`config.mk`:
```
export PLATFORM = sky130hd
export DESIGN_NAME = bullet_slot_arbiter
export DESIGN_NICKNAME = d
export VERILOG_FILES = /design/src/rtl/bullet_slot_arbiter.sv
export SDC_FILE = /design/constraint.sdc
export NUM_CORES = 1
export LEC_CHECK = 0
export CORE_UTILIZATION = 44
export DETAILED_ROUTE_END_ITERATION = 6
export GPL_ROUTABILITY_DRIVEN = 0
export PLACE_DENSITY_LB_ADDON = 0.2
export SYNTH_ARGS = -nofsm -noshare
export SYNTH_HDL_FRONTEND = slang
export SYNTH_SLANG_ARGS = --single-unit
```
`constraint.sdc`:
```
create_clock -name clk -period 3.7 [get_ports clk]
set_clock_uncertainty 0.15 [all_clocks]
set_input_delay 0.925 -clock clk [delete_from_list [all_inputs] [get_ports clk]]
set_output_delay 0.925 -clock clk [all_outputs]
set_load 0.01 [all_outputs]
```
`src/rtl/bullet_slot_arbiter.sv`:
```
// Bullet slot arbiter: edge-detects the two fire keys, enforces per-player cooldowns,
// allocates the lowest free OAM slot in the shooter's half and round-robins the write port.
module bullet_slot_arbiter #(
    parameter int unsigned SLOTS_PER_PLAYER = 8,
    parameter int unsigned COOLDOWN         = 32,
    parameter int unsigned IDX_W            = $clog2(2 * SLOTS_PER_PLAYER)
) (
    input  logic                          clk,
    input  logic                          clrn,
    input  logic                          tick,
    input  logic                          game_on,
    input  logic                          fire1,
    input  logic                          fire2,
    input  logic [9:0]                    tank1_x,
    input  logic [9:0]                    tank1_y,
    input  logic [1:0]                    tank1_dir,
    input  logic [9:0]                    tank2_x,
    input  logic [9:0]                    tank2_y,
    input  logic [1:0]                    tank2_dir,
    input  logic                          release_valid,
    input  logic [IDX_W-1:0]              release_idx,
    output logic                          grant_valid,
    output logic                          grant_player,
    output logic [IDX_W-1:0]              grant_idx,
    output logic [9:0]                    grant_x,
    output logic [9:0]                    grant_y,
    output logic [1:0]                    grant_dir,
    output logic                          drop1,
    output logic                          drop2,
    output logic [2*SLOTS_PER_PLAYER-1:0] slot_busy
);

    localparam int unsigned S    = SLOTS_PER_PLAYER;
    localparam int unsigned NS   = 2 * S;
    localparam int unsigned CD_W = (COOLDOWN > 0) ? $clog2(COOLDOWN + 1) : 1;
    localparam logic [CD_W-1:0]  CD_LOAD = CD_W'(COOLDOWN);
    localparam logic [IDX_W:0]   NS_LIM  = (IDX_W + 1)'(NS);

    typedef enum logic {PL_1 = 1'b0, PL_2 = 1'b1} player_t;

    player_t           rr;
    logic              fire_prev1, fire_prev2;
    logic              rise1_r, rise2_r;
    logic              pend1, pend2;
    logic [CD_W-1:0]   cd1, cd2;
    logic              any_free1, any_free2;
    logic [IDX_W-1:0]  free_idx1, free_idx2;
    logic              elig1, elig2, g1, g2, drop1_c, drop2_c;
    logic [NS-1:0]     busy_next;

    // Descending scan so the last hit, i.e. the lowest free index, wins.
    always_comb begin
        free_idx1 = '0;
        free_idx2 = '0;
        for (int unsigned i = S; i > 0; i--) begin
            if (!slot_busy[i-1])     free_idx1 = IDX_W'(i - 1);
            if (!slot_busy[S+i-1])   free_idx2 = IDX_W'(S + i - 1);
        end
        any_free1 = ~&slot_busy[S-1:0];
        any_free2 = ~&slot_busy[NS-1:S];
        elig1     = game_on & pend1 & any_free1;
        elig2     = game_on & pend2 & any_free2;
        drop1_c   = game_on & pend1 & ~any_free1;
        drop2_c   = game_on & pend2 & ~any_free2;
        g1        = elig1 & (~elig2 | (rr == PL_1));
        g2        = elig2 & (~elig1 | (rr == PL_2));
    end

    always_comb begin
        busy_next = slot_busy;
        if (release_valid && ({1'b0, release_idx} < NS_LIM))
            busy_next[release_idx] = 1'b0;
        if (g1) busy_next[free_idx1] = 1'b1;
        if (g2) busy_next[free_idx2] = 1'b1;
    end

    always_ff @(posedge clk or negedge clrn) begin
        if (!clrn) begin
            rr           <= PL_1;
            fire_prev1   <= 1'b0;
            fire_prev2   <= 1'b0;
            rise1_r      <= 1'b0;
            rise2_r      <= 1'b0;
            pend1        <= 1'b0;
            pend2        <= 1'b0;
            cd1          <= '0;
            cd2          <= '0;
            grant_valid  <= 1'b0;
            grant_player <= 1'b0;
            grant_idx    <= '0;
            grant_x      <= '0;
            grant_y      <= '0;
            grant_dir    <= '0;
            drop1        <= 1'b0;
            drop2        <= 1'b0;
            slot_busy    <= '0;
        end else begin
            fire_prev1  <= fire1;
            fire_prev2  <= fire2;
            rise1_r     <= fire1 & ~fire_prev1;
            rise2_r     <= fire2 & ~fire_prev2;
            grant_valid <= g1 | g2;
            drop1       <= drop1_c;
            drop2       <= drop2_c;
            slot_busy   <= busy_next;
            if (g1 | g2) begin
                grant_player <= g2;
                grant_idx    <= g2 ? free_idx2 : free_idx1;
                grant_x      <= g2 ? tank2_x   : tank1_x;
                grant_y      <= g2 ? tank2_y   : tank1_y;
                grant_dir    <= g2 ? tank2_dir : tank1_dir;
                rr           <= g2 ? PL_1 : PL_2;
            end
            if (!game_on) begin
                pend1 <= 1'b0;
                pend2 <= 1'b0;
                cd1   <= '0;
                cd2   <= '0;
            end else begin
                if (g1 | drop1_c)                         pend1 <= 1'b0;
                else if (rise1_r && cd1 == '0 && !pend1) pend1 <= 1'b1;
                if (g2 | drop2_c)                         pend2 <= 1'b0;
                else if (rise2_r && cd2 == '0 && !pend2) pend2 <= 1'b1;
                if (g1)                     cd1 <= CD_LOAD;
                else if (tick && cd1 != '0) cd1 <= cd1 - CD_W'(1);
                if (g2)                     cd2 <= CD_LOAD;
                else if (tick && cd2 != '0) cd2 <= cd2 - CD_W'(1);
            end
        end
    end

endmodule

```
=== Word level (Yosys, flattened, before mapping) ===
Cells that the tools add are included.

* Flip-flop bits (word level): 65
* Input bits: 55

* Order comparisons: 6
* Bitwise gates (word level): 24
* Equality and inequality tests: 4
* Reduce and logical (&&, ||, !) cells: 19
* Add/subtract/negate cells: 2
* Multiplexer cells: 42

{| class="wikitable"
|+ Operators with widths
! operator !! number
|-
| $mux W4 || 14
|-
| $mux W16 || 3
|-
| $mux W6 || 6
|-
| $or A16 B16 Y16 || 2
|-
| $mux W10 || 2
|-
| $and A16 B16 Y16 || 1
|-
| $not A16 Y16 || 1
|-
| $reduce_and A8 Y1 || 2
|-
| $lt A4 B5 Y1 const B || 3
|-
| $demux W1 S4 || 3
|-
| $ge A4 B1 Y1 const B || 3
|-
| $logic_not A6 Y1 || 2
|-
| $ne A3 B1 Y1 const B || 4
|-
| $reduce_bool A6 Y1 || 2
|-
| $sub A6 B1 Y6 const B || 2
|-
| $and A1 B1 Y1 || 10
|-
| $mux W1 || 10
|-
| $logic_and A1 B1 Y1 || 9
|-
| $mux W3 || 3
|-
| $not A1 Y1 || 5
|-
| $or A1 B1 Y1 || 5
|-
| $logic_not A1 Y1 || 4
|-
| $mux W2 || 1
|}

=== Longest topological paths before layout ===
Gate-level depths: netlist of the first run.

* Depth in word-level cells: 16
* Mapped depth: 8
* Depth with buffers taken out: 6

=== Worst setup path before layout of the first run ===
OpenSTA, ideal clock, no wires.

* Path type: in2reg
* From: in game_on
* To: reg grant_x[0]
* Stages: 8
* Arrival time: 1.948 ns
* Slack: 1.483 ns
* Setup time: 0.119 ns
* Cell sequence: clkbuf_2 -> nand2_1 -> a21oi_1 -> nand2b_1 -> buf_6 -> buf_4 -> o22ai_1 -> nor2_1

* Word-level cells in the longest chain between the ends: 6
* Elaborated cells between the ends (all ways): 12
* Classes of those cells: mux: 1; bitwise: 11

{| class="wikitable"
|+ RTL lines
! element !! line !! text
|-
| from (decl) || 11 || <nowiki>input logic game_on,</nowiki>
|-
| $and A1 B1 Y1 (on tied branches) (2 in series) || 61, 62 ||
|-
| $not A1 Y1 (on tied branches) || 66, 65 ||
|-
| $or A1 B1 Y1 (on tied branches) || 66, 65 ||
|-
| $and A1 B1 Y1 (on tied branches) || 66, 65 ||
|-
| $mux W10 / $or A1 B1 Y1 (equally long branches) || 109, 106 ||
|-
| to (signal assigned) || 109 || <nowiki>grant_x <= g2 ? tank2_x : tank1_x;</nowiki>
|-
| to (decl) || 25 || <nowiki>output logic [9:0] grant_x,</nowiki>
|}

Several ways; a longest one is shown, not always the timed one.
A chain may end at the register's enable or synchronous reset.

=== Worst setup path after layout of the first run ===
* From: in game_on
* To: reg cd1[3]

* Word-level cells in the longest chain between the ends: 7
* Elaborated cells between the ends (all ways): 10
* Classes of those cells: eq/ne: 1; mux: 2; bitwise: 7

{| class="wikitable"
|+ RTL lines
! element !! line !! text
|-
| $and A1 B1 Y1 (2 in series) || 62 || <nowiki>elig2 = game_on & pend2 & any_free2;</nowiki>
|-
| $not A1 Y1 || 65 || <nowiki>g1 = elig1 & (~elig2 | (rr == PL_1));</nowiki>
|-
| $or A1 B1 Y1 || 65 ||
|-
| $and A1 B1 Y1 || 65 ||
|-
| $mux W6 || 124 || <nowiki>if (g1) cd1 <= CD_LOAD;</nowiki>
|-
| $mux W6 || 114 || <nowiki>if (!game_on) begin</nowiki>
|-
| to (signal assigned) || 125 || <nowiki>else if (tick && cd1 != '0) cd1 <= cd1 - CD_W'(1);</nowiki>
|-
| to (decl) || 45 || <nowiki>logic [CD_W-1:0] cd1, cd2;</nowiki>
|}

Several ways; a longest one is shown, not always the timed one.

==> impl_metrics.ini, run 1 <==
[outcome]
status = finished, final reports clean

[cts]
cts.sinks = 65
postCtsSetupBuffers = 0
cts_resized = 0
htree_levels = 3
root_buffer = clkbuf_8
cts_tree = done
worstSkewPairLatency_ps = 340
cts_buffer_depth = 2
holdBufCountCts = 0
cts_buffers = 9
cts.clk_slew.worst_paths_ps = 70

[final_layout]
syn_to_final_growth_pct = 39.8
drive_above_1_share = 0.0890
nNetsFinal = 490
insertedDiodeCount = 0
fin_area_mm2 = 0.00437

[synth]
synthTopCellsByArea = dfrtp_1 52%, nor2_1 8.0%, o22ai_1 4.8%
yosysTopAreaCell = dfrtp_1
seq_area_frac_synth = 0.521
synth_seq_cells = 65
syn_area_mm2 = 0.00312
synth_top_area_frac = 0.521
ys_warn_count = 0
synth_edf_count = 0
netlist_instances = 329
synth_nets = 386
syn_avg_cell_area_um2 = 9.50
synth_ff_type = dfrtp_1
synthDistinctLibCells = 51
async_flop_share = 1.00

[detailed_routing]
wl_um = 7730
wl_per_cell_um = 14.5
drc = 0
vias = 2750
first_iter_violations = 128
ant_nets = 0
viasPerCell = 5.15
dr.pass1.iters = 4

[critical_path]
cp-end-kind = register
crit_end = cd1[3]$_DFFE_PN0P_
reg2reg_from = slot_busy[15]$_DFF_PN0_
rr_endpoint = cd1[3]$_DFFE_PN0P_
cp_data_arrival_time_ps = 2890
startpoint = game_on
path_max_fanout = 24
reg2reg_depth = 6
reg2reg_setup_slack_ps = 1540
worst_ep_required_time_ps = 3810
cpMaxStageDelayCell = clkdlybuf4s50_1
path_class = input pin to register
crit_chain = clkdlybuf4s50_1 > nand3_1 > a21oi_2 > nand2b_1 > buf_4 > nand2_1 > nor2_1
slowest_delay_ps = 670
critPathLaunchType = input pin

[grt]
grt_pass1_vias = 2585
grt_pass1_wl_um = 12500
antenna_found_initial = 0
grt_usage = 0.219
overflow = 0
grt_start_max_net_pins = 34

[placed_design]
dp.final_hpwl_um = 5540
port_buffers = 100
place_area_mm2 = 0.00417

[power_and_ir_drop]
vdd.ir_drop.worst_mv = 0.345
power_density_mw_per_mm2 = 657
p_leak_nw = 1.78

[timing]
finalHoldViolCount = 0
max_freq_mhz = 360
rsz0062_at_grt = false
maxSlewHeadroom = 0.584
worstMarginPinSlew_ps = 618
fin_tns_setup_ps = 0
finalSetupViolCount = 0
slew_viol_final = 0
period_share = 0.751
fin_crit_ps = 2780

[floorplanning]
rows = 30
fp.coreArea_mm2 = 0.00683
fp.dieW_um = 86.3
die_area_mm2 = 0.00744
start_util = 0.457
io_pins = 101
die_y_um = 86.3

[worst_hold_path]
worstHoldStart = fire_prev2$_DFF_PN0_
holdCritPathClass = register to register

[job]
cap_violations = 0
synth_stat cells (all sizes together), types with 2 or more instances:
cell and instances:
o22ai 24, a21o 2, nor2b 8, nor2 72, clkbuf 3, nand2 28, nand3 13, dfrtp 65
o21ai 21, xor2 3, a21boi 4, a211oi 3, nor3 6, a21oi 13, inv 11, and4 4
xnor2 2, o31ai 5, nand4b 3, a31oi 5, nor3b 4, ha 2, buf 9, nand2b 5
cells by family after synthesis:
family,after synthesis,synth area share
XOR/XNOR,5,0.0140
adder cells (fa/ha/maj),2,0.00801
multiplexers,2,0.00681
AO/OA/AOI/OAI,81,0.171
buffers and inverters,23,0.0465
flip-flops,65,0.521
AND/OR/NAND/NOR,151,0.233
worst max-delay path, delay by kind of cell:
kind            cells  cell delay, ps
compound gates      1             250
buf+inv             2             990
simple gates        4             730
layout make-up:
cell class	count	area, µm²
Timing Repair Buffer	105	1030
Clock inverter	2	10.0
Multi-Input combinational cell	241	1350
Sequential cell	65	1630
Tap cell	96	120
Clock buffer	14	183
Fill cell	600	2460
Inverter	11	41.3
sequential cells by signal (all words and copies together) (netlist names), 2 cells and up:
signal and flops:
cd2 6, grant_dir 2, grant_x 10, grant_idx 4, grant_y 10, cd1 6, slot_busy 16
where the power goes:
| part | total [mW] | switching [mW] | internal (mW) |
|---|---|---|---|
| Clock | 0.574 | 0.259 | 0.315 |
| Sequential | 1.14 | 0.194 | 0.943 |
| Combinational | 1.16 | 0.531 | 0.626 |
| Total | 2.87 | 0.985 | 1.88 |
worst min path at each step:
stage,slack [ps],cells past startpoint,to
3_3_place_gp,230,1,rise1_r$_DFF_PN0_
4_1_cts,230,1,rise2_r$_DFF_PN0_
3_5_place_dp,230,1,rise2_r$_DFF_PN0_
6_report,230,1,rise2_r$_DFF_PN0_
5_1_grt,230,1,grant_y[4]$_DFFE_PN0P_
2_1_floorplan,230,1,rise1_r$_DFF_PN0_
layer usage:
metal	GRT usage	up-vias	share of wire
li1	-	1365	-
met1	0.282	1275	0.45
met2	0.346	94	0.46
met3	0.0648	16	0.065
met4	0.0955	0	0.019
met5	0	-	0
layout by cell type, fill, tap and decap left out, types with 3 or more instances in the layout:
master | Yosys | final
clkdlybuf4s50_1 | 0 | 99
nor2_1 | 67 | 67
dfrtp_1 | 65 | 65
nand2_1 | 27 | 27
o22ai_1 | 24 | 24
o21ai_0 | 18 | 18
nand3_1 | 13 | 13
clkbuf_8 | 0 | 13
inv_1 | 11 | 11
a21oi_1 | 11 | 11
nor2b_1 | 8 | 8
nor3_1 | 6 | 6
nor2_2 | 5 | 5
a31oi_1 | 5 | 5
nand2b_1 | 5 | 5
o31ai_1 | 5 | 5
buf_4 | 1 | 5
nor3b_1 | 4 | 4
a21boi_0 | 4 | 4
nand4b_1 | 3 | 3
xor2_1 | 3 | 3
metrics by stage:
stage	setup slack (ps)	power, mW	util	instances	hold WS (ps)
finish	922	2.87	0.639	534	233
global route	743	3.08	0.639	534	231
CTS	906	2.90	0.639	534	234
detailed placement	572	2.31	0.611	518	235
global placement	669	2.28	0.611	518	233
floorplan	1480	1.75	-	329	228
Note: power is estimated with default switching activity, not from simulation.
==> run 2, diff against run 1 <==
clock period = 2.9 ns   (was 3.7 ns; I/O delays follow)
==> run 2 against run 1 <==
Compared with the run above:
- total power grew 29%
- cell area increased by 1.2%
- clock power is 31% higher
- sequential share of layout area shrank 0.43 points
- critical path depth shrank 6
- register-to-register slack got worse by 640 ps
- critical path type is now register to primary output
- worst setup slack got worse by 300 ps
- global-route usage up 0.72 points
- combinational power is 29% higher
- sequential power rose by 27%
==> impl_metrics.ini, run 2 (synthesis gave the netlist of run 1 again) <==
[outcome]
status = finished, final reports clean

[floorplanning]
io_pins = 101
rows = 30
die_y_um = 86.3
die_area_mm2 = 0.00744
start_util = 0.457
fp.coreArea_mm2 = 0.00683
fp.dieW_um = 86.3

[timing]
fin_tns_setup_ps = 0
finalHoldViolCount = 0
fin_crit_ps = 2280
finalSetupViolCount = 0
maxSlewHeadroom = 0.589
worstMarginPinSlew_ps = 617
rsz0062_at_grt = false
max_freq_mhz = 439
slew_viol_final = 0
period_share = 0.785

[cts]
holdBufCountCts = 0
worstSkewPairLatency_ps = 350
postCtsSetupBuffers = 0
cts_buffer_depth = 2
cts.sinks = 65
htree_levels = 3
root_buffer = clkbuf_8
cts_resized = 0
cts.clk_slew.worst_paths_ps = 70
cts_tree = done
cts_buffers = 9

[final_layout]
largest_reg_flops = 16
largestRegisters = slot_busy x16, grant_x x10, grant_y x10
stdcell_count = 538
postLayoutCoreUtil = 0.647
insertedDiodeCount = 0
layout_commonest_cell = clkdlybuf4s50_1
nNetsFinal = 494
layout_common_cells = 99 x clkdlybuf4s50_1, 67 x nor2_1, 65 x dfrtp_1
syn_to_final_growth_pct = 41.4
drive_above_1_share = 0.0928
fin_area_mm2 = 0.00442
top_register = slot_busy

[critical_path]
worst_ep_required_time_ps = 2030
cp.depth = 1
slowest_delay_ps = 600
reg2reg_depth = 5
critPathLaunchType = register
startpoint = slot_busy[10]$_DFF_PN0_
crit_chain = clkdlybuf4s50_1
crit_end = slot_busy[10]
cp-end-kind = primary output
cpMaxStageDelayCell = clkdlybuf4s50_1
critPathTopFamily = buffers and inverters
path_max_fanout = 8
path_buf_inv = 1
cp_data_arrival_time_ps = 1400
rr_endpoint = slot_busy[13]$_DFF_PN0_
path_class = register to primary output
reg2reg_setup_slack_ps = 900
reg2reg_from = slot_busy[5]$_DFF_PN0_

[grt]
grt_pass1_wl_um = 13000
antenna_found_initial = 0
grt_pass1_vias = 2703
grt_usage = 0.226
overflow = 0
grt_start_max_net_pins = 40

[detailed_routing]
viasPerCell = 5.29
wl_um = 7880
wl_per_cell_um = 14.7
first_iter_violations = 113
dr.pass1.iters = 4
drc = 0
ant_nets = 0
vias = 2847

[placed_design]
place_area_mm2 = 0.00423
port_buffers = 100
dp_cells = 522
dp.final_hpwl_um = 5620

[power_and_ir_drop]
p_total_mw = 3.70
power_density_mw_per_mm2 = 838
vdd.ir_drop.worst_mv = 0.537
p_leak_nw = 1.80

[worst_hold_path]
holdCritPathClass = input pin to asynchronous set/reset pin

[job]
cap_violations = 0
run 2: cell count changes in the layout (fill, tap and decap cells not counted), sizes merged:
cell / delta
buf: +4
bufinv: +1
clkbuf: -1
run 2: where the power goes:
group          total (mW)  internal, mW  leakage [nW]  switching, mW
Combinational        1.50         0.818         0.895          0.682
Clock               0.750         0.419        0.0974          0.331
Sequential           1.45          1.20         0.811          0.250
run 2: layer usage:
layer,wire length [µm],up-vias,track usage
met3,541,11,0.0552
li1,-,1375,-
met5,0,-,0
met1,3580,1362,0.307
met4,94,0,0.0742
met2,3660,99,0.359
run 2: layout make-up:
cell class                 instances  area, µm²
multi-input combinational        241       1350
tap                               96        120
fill                             577       2410
timing repair buffer             109       1090
inverter                          11       41.3
sequential                        65       1630
clock buffer                      13        149
clock inverter                     3       40.0
run 2: worst min path at each step:
stage                               startpoint                      to  cells after the start
after global routing      fire_prev1$_DFF_PN0_       rise1_r$_DFF_PN0_                      1
final                                     clrn  grant_y[2]$_DFFE_PN0P_                      1
after CTS                                 clrn   grant_valid$_DFF_PN0_                      1
after global placement    fire_prev1$_DFF_PN0_       rise1_r$_DFF_PN0_                      1
after detailed placement  fire_prev2$_DFF_PN0_       rise2_r$_DFF_PN0_                      1
after floorplan           fire_prev1$_DFF_PN0_       rise1_r$_DFF_PN0_                      1
run 2: worst register-to-register path, cell delays in order, from the launching register on:
cell	delay, ps
dfrtp_1	460
and4_1	360
a211oi_2	120
nor4b_2	540
nand2b_1	150
o21ai_1	150
run 2: stage by stage:
step / worst slack [ps] / hold slack, ps
floorplan: 883 / 228
global placement: 350 / 231
detailed placement: 300 / 243
CTS: 601 / 252
global route: 458 / 256
finish: 623 / 231
